### src/rtl/uart_tx_fifo.sv
// UART transmitter with a byte FIFO in front of it.
// Bit timing comes from a fractional phase accumulator.
module uart_tx_fifo #(
  parameter int SYSCLK_FREQ = 50000000,
  parameter int BAUD_RATE   = 115200,
  parameter int DATA_BITS   = 8,
  parameter int PARITY      = 0,
  parameter int STOP_BITS   = 1,
  parameter int FIFO_DEPTH  = 16
) (
  input  logic                          clk,
  input  logic                          rst_n,
  input  logic [7:0]                    wr_data,
  input  logic                          wr_en,
  input  logic                          ovf_clr,
  output logic                          uart_tx,
  output logic                          tx_busy,
  output logic                          fifo_full,
  output logic                          fifo_empty,
  output logic [$clog2(FIFO_DEPTH):0]   fifo_count,
  output logic                          overflow
);

  localparam int AW = $clog2(FIFO_DEPTH);
  localparam int CW = AW + 1;

  localparam logic [28:0] INC       = 29'(BAUD_RATE);
  localparam logic [28:0] LIM       = 29'(SYSCLK_FREQ);
  localparam logic [7:0]  MASK      = 8'((1 << DATA_BITS) - 1);
  localparam logic [2:0]  LAST_BIT  = 3'(DATA_BITS - 1);
  localparam logic        LAST_STOP = 1'(STOP_BITS - 1);
  localparam logic        ODD       = (PARITY == 1);
  localparam logic        HAS_PAR   = (PARITY != 0);

  typedef enum logic [2:0] {
    IDLE,
    START,
    DATA,
    PAR,
    STOP
  } state_t;

  state_t      state_q, state_d;
  logic [28:0] acc_q, acc_d;
  logic [7:0]  sh_q, sh_d;
  logic [2:0]  bit_q, bit_d;
  logic        stop_q, stop_d;
  logic        par_q, par_d;
  logic        tx_q, tx_d;
  logic [AW-1:0] wptr_q, wptr_d;
  logic [AW-1:0] rptr_q, rptr_d;
  logic [CW-1:0] cnt_q, cnt_d;
  logic        ovf_q, ovf_d;
  logic [7:0]  mem_q [FIFO_DEPTH];

  logic [28:0] sum;
  logic        tick;
  logic        empty;
  logic        full;
  logic [7:0]  head;
  logic        last_stop;
  logic        pop;
  logic        push;
  logic        drop;

  assign sum       = acc_q + INC;
  assign tick      = (sum >= LIM);
  assign empty     = (cnt_q == '0);
  assign full      = (cnt_q == CW'(FIFO_DEPTH));
  assign head      = mem_q[rptr_q];
  assign last_stop = (state_q == STOP) && tick
                     && (stop_q == LAST_STOP);
  assign pop       = !empty && ((state_q == IDLE) || last_stop);
  assign push      = wr_en && (!full || pop);
  assign drop      = wr_en && full && !pop;

  always_comb begin
    state_d = state_q;
    acc_d   = tick ? (sum - LIM) : sum;
    sh_d    = sh_q;
    bit_d   = bit_q;
    stop_d  = stop_q;
    par_d   = par_q;
    tx_d    = tx_q;
    if (pop) begin
      // Load a frame; the start bit goes out on this same edge.
      state_d = START;
      acc_d   = '0;
      sh_d    = head;
      bit_d   = '0;
      stop_d  = 1'b0;
      par_d   = (^(head & MASK)) ^ ODD;
      tx_d    = 1'b0;
    end else begin
      unique case (state_q)
        IDLE: begin
          acc_d = '0;
          tx_d  = 1'b1;
        end
        START: begin
          if (tick) begin
            state_d = DATA;
            tx_d    = sh_q[0];
            sh_d    = sh_q >> 1;
            bit_d   = '0;
          end
        end
        DATA: begin
          if (tick) begin
            if (bit_q == LAST_BIT) begin
              stop_d = 1'b0;
              if (HAS_PAR) begin
                state_d = PAR;
                tx_d    = par_q;
              end else begin
                state_d = STOP;
                tx_d    = 1'b1;
              end
            end else begin
              tx_d  = sh_q[0];
              sh_d  = sh_q >> 1;
              bit_d = bit_q + 3'd1;
            end
          end
        end
        PAR: begin
          if (tick) begin
            state_d = STOP;
            stop_d  = 1'b0;
            tx_d    = 1'b1;
          end
        end
        STOP: begin
          if (tick) begin
            if (stop_q == LAST_STOP) begin
              state_d = IDLE;
              acc_d   = '0;
            end else begin
              stop_d = stop_q + 1'b1;
            end
            tx_d = 1'b1;
          end
        end
        default: begin
          state_d = IDLE;
          acc_d   = '0;
          tx_d    = 1'b1;
        end
      endcase
    end
  end

  always_comb begin
    wptr_d = push ? wptr_q + AW'(1) : wptr_q;
    rptr_d = pop ? rptr_q + AW'(1) : rptr_q;
    cnt_d  = cnt_q;
    unique case ({push, pop})
      2'b10:   cnt_d = cnt_q + CW'(1);
      2'b01:   cnt_d = cnt_q - CW'(1);
      default: cnt_d = cnt_q;
    endcase
    // A dropped write beats a same-cycle clear.
    ovf_d = drop ? 1'b1 : (ovf_clr ? 1'b0 : ovf_q);
  end

  always_ff @(posedge clk or negedge rst_n) begin
    if (!rst_n) begin
      state_q <= IDLE;
      acc_q   <= '0;
      sh_q    <= '0;
      bit_q   <= '0;
      stop_q  <= 1'b0;
      par_q   <= 1'b0;
      tx_q    <= 1'b1;
      wptr_q  <= '0;
      rptr_q  <= '0;
      cnt_q   <= '0;
      ovf_q   <= 1'b0;
    end else begin
      state_q <= state_d;
      acc_q   <= acc_d;
      sh_q    <= sh_d;
      bit_q   <= bit_d;
      stop_q  <= stop_d;
      par_q   <= par_d;
      tx_q    <= tx_d;
      wptr_q  <= wptr_d;
      rptr_q  <= rptr_d;
      cnt_q   <= cnt_d;
      ovf_q   <= ovf_d;
    end
  end

  always_ff @(posedge clk) begin
    if (push) mem_q[wptr_q] <= wr_data;
  end

  assign uart_tx    = tx_q;
  assign tx_busy    = (state_q != IDLE);
  assign fifo_full  = full;
  assign fifo_empty = empty;
  assign fifo_count = cnt_q;
  assign overflow   = ovf_q;

endmodule

### config.mk
export PLATFORM = sky130hd
export DESIGN_NAME = uart_tx_fifo
export DESIGN_NICKNAME = d
export VERILOG_FILES = /design/src/rtl/uart_tx_fifo.sv
export SDC_FILE = /design/constraint.sdc
export NUM_CORES = 1
export LEC_CHECK = 0
export CORE_MARGIN = 8
export CORE_UTILIZATION = 45
export DETAILED_ROUTE_END_ITERATION = 10
export SYNTH_ARGS = -nofsm -noshare
export SYNTH_HDL_FRONTEND = slang
export SYNTH_SLANG_ARGS = --single-unit
### constraint.sdc
create_clock -name clk -period 4 [get_ports clk]
set_input_delay 1 -clock clk [delete_from_list [all_inputs] [get_ports clk]]
set_output_delay 1 -clock clk [all_outputs]
set_load 0.01 [all_outputs]
* After elaboration in Yosys (flattened, before gate mapping)
Memories as Yosys holds them, arrays and structs flattened. Cells that the tools add are included. Widths: inputs -> output; s select.
Operators by class: add/sub/neg operators 8, $lt $le $gt $ge 1, eq/ne operators 17, muxes and demuxes 41, bitwise logic cells 1, reduce and logical (&&, ||, !) cells 24
Operator list (number):
- $mux 29 | 4
- $pmux 29 s2 | 1
- $mux 3 | 11
- $mux 8 | 4
- $add 29x17->29 const B | 1
- $ge 29x26->1 const B | 1
- $sub 29x26->29 const B | 1
- $ne 3x3->1 const B | 7
- $pmux 8 s2 | 1
- $mux 1 | 15
- $pmux 3 s5 | 1
- $pmux 5 s2 | 1
- $add 4x1->4 const B | 2
- $reduce_and 7->1 | 1
- $eq 3x2->1 const B | 2
- $eq 3x3->1 const B | 2
- $logic_and 1x1->1 | 6
- $pmux 1 s3 | 2
- $pmux 3 s2 | 1
- $reduce_bool 3->1 | 2
- $add 5x1->5 const B | 1
- $eq 5x5->1 const B | 1
- $logic_not 5->1 | 1
- $reduce_and 5->1 | 1
- 18 further kinds | 22
Word-level totals: bits in registers 59, memory bits (writable) 128, input port bits 12, output and inout port bits 10, logic and storage cells 103, memories 1
Memory list:
- mem_q | depth 16, width 8, read ports 1, clocked after Yosys merged registers in 0, write ports 1, line 54 | logic [7:0] mem_q [FIFO_DEPTH];

* Depth between registers and ports, before layout
depth in word-level cells 10, depth in mapped cells 17, gate-level depth less buffers 16

* Least setup slack after synthesis
OpenSTA, ideal clock, no wires.
path kind reg2reg, start register acc_q[9], end memory mem_q[5][0] (enable), library setup time 0.383 ns, data arrival time 3.309 ns, required time 3.617 ns, setup slack 0.307 ns, cell stages (with the launch flop) 13, path buffers 1, clock period less this slack 3.693 ns, cell sequence dfrtp_1 > ha_1 > nand4_1 > a2111o_1 > xnor2_1 > nor4_1 > a41oi_2 > nand3_2 > inv_4 > a31oi_2 > buf_4 > nand2_1 > nor3_1
On the way: longest elaborated chain between the ends 10
Ends and longest elaborated chain:
- start: declaration | line 44 | logic [28:0] acc_q, acc_d;
- start signal: assignment | line 169 | acc_q <= '0;
- start signal: assignment | line 181 | acc_q <= acc_d;
- $add 29x17->29 | line 66 | assign sum = acc_q + INC;
- $ge 29x26->1 | line 67 | assign tick = (sum >= LIM);
- $logic_and 1x1->1 | line 71 | assign last_stop = (state_q == STOP) && tick
- $logic_and 1x1->1 | line 72 | && (stop_q == LAST_STOP);
- $logic_or 1x1->1 | line 73 | assign pop = !empty && ((state_q == IDLE) || last_stop);
- $logic_and 1x1->1 | line 73
- $logic_or 1x1->1 | line 74 | assign push = wr_en && (!full || pop);
- $logic_and 1x1->1 | line 74
- $mux 1 | line 195 | if (push) mem_q[wptr_q] <= wr_data;
- $mux 1 (implied by the code) | line 195
- end: declaration | line 54
No other way between the ends.

* Final worst setup path
start register acc_q[11], end register cnt_q[4] (netlist: fifo_count[4])
On the way: longest elaborated chain between the ends 10, elaborated cells between the ends (all ways) 12, classes of those cells 1 x add/sub; 1 x order compare; 2 x eq/ne; 1 x mux; 7 x reduce/logical
Ends and longest elaborated chain:
- $add 29x17->29 (*) | line 66
- $ge 29x26->1 (*) | line 67
- $logic_and 1x1->1 (*) | line 71
- $logic_and 1x1->1 (*) | line 72
- $logic_or 1x1->1 (*) | line 73
- $logic_and 1x1->1 (*) | line 73
- $logic_or 1x1->1 | line 74
- $logic_and 1x1->1 | line 74
- $eq 2x1->1 or $eq 2x2->1 (tied branches) | line 157 | unique case ({push, pop})
- $pmux 5 s2 or $reduce_bool 2->1 (tied branches)
- end signal: assignment | line 189 | cnt_q <= cnt_d;
- end: declaration | line 52 | logic [CW-1:0] cnt_q, cnt_d;
Mark *: on every way between the ends. The rest lies on a longest branch, timed or not. A chain may end at the register's enable or synchronous reset.

==> impl_metrics.env <==
export IMPL_regArea_sq_um=5130
export IMPL_grt_max_degree=33
export IMPL_cts_sinks=179
export IMPL_wl_microns=18800
export IMPL_h_tree_depth=4
export IMPL_antenna_found_initial=0
export IMPL_met3_usage_pct=3.43
export IMPL_cts_made_buffers=17
export IMPL_drc=0
export IMPL_coreArea_sq_um=18800
export IMPL_hold_path_class="input pin to asynchronous set/reset pin"
export IMPL_netlist_instances=652
export IMPL_final_core_util_pct=52.2
export IMPL_ctsRootBufferMaster="clkbuf_16"
export IMPL_io_pins=22
export IMPL_grt_pass1_vias=5597
export IMPL_synth_cell_types=71
export IMPL_syn_avg_cell_area_sq_um=13.2
export IMPL_cts_tree="yes"
export IMPL_cts_buffer_depth=2
export IMPL_place_hpwl_microns=13300
export IMPL_grt_pass1_wl_microns=30200
export IMPL_dpl_cell_count=894
export IMPL_viasPerCell=5.85
export IMPL_place_congestion=0.884
export IMPL_leakage_uw=0.00354
export IMPL_drtIter0Drc=323
export IMPL_multi_input_area_sq_um=3250
export IMPL_slew_viol_final=0
export IMPL_fin_crit_ns=3.71
export IMPL_busiest_layer="met2"
export IMPL_synthFlopType="edfxtp_1"
export IMPL_antenna_left=0
export IMPL_start_kind="register"
export IMPL_hold_viol=0
export IMPL_wl_per_cell_microns=20.3
export IMPL_final_cells=928
export IMPL_fin_crit_sh_pct=92.7
export IMPL_die_h_microns=154
export IMPL_cp_end_kind="register"
export IMPL_initial_core_util_pct=45.9
export IMPL_worst_ir_drop_vdd_uv=433
export IMPL_ys_ff_latch=179
export IMPL_fmax_ghz=0.270
export IMPL_area_growth_pct=13.7
export IMPL_final_common_cell="edfxtp_1"
export IMPL_first_pass_iters=5
export IMPL_status="finished, final reports clean"
export IMPL_setup_violations=0
export IMPL_maxSlewHeadroom_pct=40.5
export IMPL_met2_usage_pct=28.1
export IMPL_clk_pin_slew_worst_paths_ns=0.08
export IMPL_cp_max_fo=14
export IMPL_skew_ns=0.0150
export IMPL_final_cell_mix="edfxtp_1 (128), dfrtp_1 (46), nand2_1 (44)"
export IMPL_tightest_slew_ns=0.892
export IMPL_fillers=1557
export IMPL_ys_async_sr_fraction_pct=28.5
export IMPL_dieArea_sq_um=23800
export IMPL_worstPathArrival_ns=4.06
export IMPL_synth_edff_count=128
export IMPL_critPathRequiredTime_ns=4.35
export IMPL_portBuffers=21
export IMPL_layout_drive_gt1_share_pct=18.2
export IMPL_rows=50
export IMPL_synth_nets=676
export IMPL_grt_total_usage_pct=16.4
export IMPL_nNetsFinal=705
export IMPL_n_antenna_cell=0
export IMPL_synth_seq_area_share_pct=59.5
export IMPL_synth_warnings=0
export IMPL_grt_remaining_overflow=0
export IMPL_met1_usage_pct=19.9
export IMPL_p_per_area_nw_per_um2=662
export IMPL_path_class="register to register"
export IMPL_die_w_microns=154
export IMPL_maxCapViolations=0
export IMPL_clk_latency_ns=0.44
export IMPL_num_vias=5430
export IMPL_syn_area_sq_um=8610
export IMPL_fin_setup_tns_ns=0
-- metrics by stage --
stage / power, uW / hold slack (ns) / instance area [sq um] / setup slack (ns)
2_1_floorplan: 4120 / 0.473 / 8610 / 0.307
6_report: 6480 / 0.502 / 9790 / 0.291
4_1_cts: 6510 / 0.505 / 9760 / 0.174
3_3_place_gp: 4700 / 0.495 / 9110 / 0.296
5_1_grt: 6830 / 0.532 / 9790 / -0.0330
3_5_place_dp: 4730 / 0.504 / 9110 / 0.219
-- sequential cells by signal, summed over array words and instances (netlist names) --
register / cells
acc_q: 22
bit_q: 3
fifo_count: 5
mem_q: 128
overflow: 1
rptr_q: 4
sh_q: 8
state_q: 3
uart_tx: 1
wptr_q: 4
-- cell type report --
cell class	count	share of cell area, %
sequential	179	52.4
multi-input combinational	417	33.2
clock buffer	17	4.35
timing repair buffer	48	4.17
tap	234	2.99
clock inverter	15	2.25
inverter	18	0.716
-- cell usage after synthesis (11+ instances only) --
cell type | count | area share [%]
a21oi_1 | 24 | 1.4
and2_1 | 11 | 0.80
buf_2 | 14 | 0.81
clkbuf_1 | 18 | 0.78
dfrtp_1 | 50 | 15
edfxtp_1 | 128 | 45
ha_1 | 12 | 1.7
inv_1 | 17 | 0.74
mux2i_1 | 24 | 2.8
mux4_2 | 25 | 6.5
nand2_1 | 44 | 1.9
nand3_1 | 14 | 0.81
nor2_1 | 32 | 1.4
nor3_1 | 14 | 0.81
o21ai_0 | 37 | 2.2
o22ai_1 | 13 | 0.94
xnor2_1 | 29 | 2.9
xor2_1 | 11 | 1.1
-- per-layer routing --
metal  routed length (microns)  part of all wire, %
met1                      8260                   44
met3                       600                  3.2
met2                      9550                   51
met4                       436                  2.3
met5                         0                    0
-- logic make-up after synthesis --
family / count (synthesis) / synth area share (%)
adders and majority gates: 12 / 1.74
muxes: 56 / 10.3
DFF: 179 / 59.5
AOI/OAI and AO/OA: 140 / 11.2
xor gates and xnor gates: 40 / 4.07
and+or+nand+nor: 169 / 10.3
buffers and inverters: 56 / 2.98
-- path summary, 6_finish.rpt --
kind / startpoint / endpoint / slack, ns / cells past startpoint
min reg2reg: overflow / overflow / 0.52 / 1
min in group clk: overflow / overflow / 0.52 / 1
max in group asynchronous: rst_n / acc_q[18] / 2.68 / 2
min: rst_n / fifo_count[0] / 0.50 / 1
max reg2reg: acc_q[11] / fifo_count[4] / 0.29 / 15
max: acc_q[11] / fifo_count[4] / 0.29 / 15
-- worst max-delay path, stage by stage (launching register included) --
cell and delay (ns):
dfrtp_1 0.60, and4_2 0.44, a21oi_2 0.15, o21a_1 0.26
a2111oi_2 0.35, nand4_1 0.20, nand3_2 0.18, inv_4 0.07
a211oi_4 0.28, xor2_1 0.18, ha_1 0.23, nor3_1 0.07
o21ai_0 0.19, a211oi_1 0.06, a31oi_1 0.21, xnor2_1 0.14
-- where the power goes --
group | internal (uW) | switching [uW] | leakage, uW
clock network | 928 | 839 | 0.000311
registers | 2310 | 406 | 0.00178
logic | 947 | 1050 | 0.00144
total | 4180 | 2300 | 0.00354
-- repair_timing --
action	in CTS	in global routing
endpoints found under the setup margin	0	30
endpoints found under the hold margin	0	0
buffers inserted	0	2
gates resized for setup	0	6
hold buffers	0	0
Power figures use the tool's default switching activity.
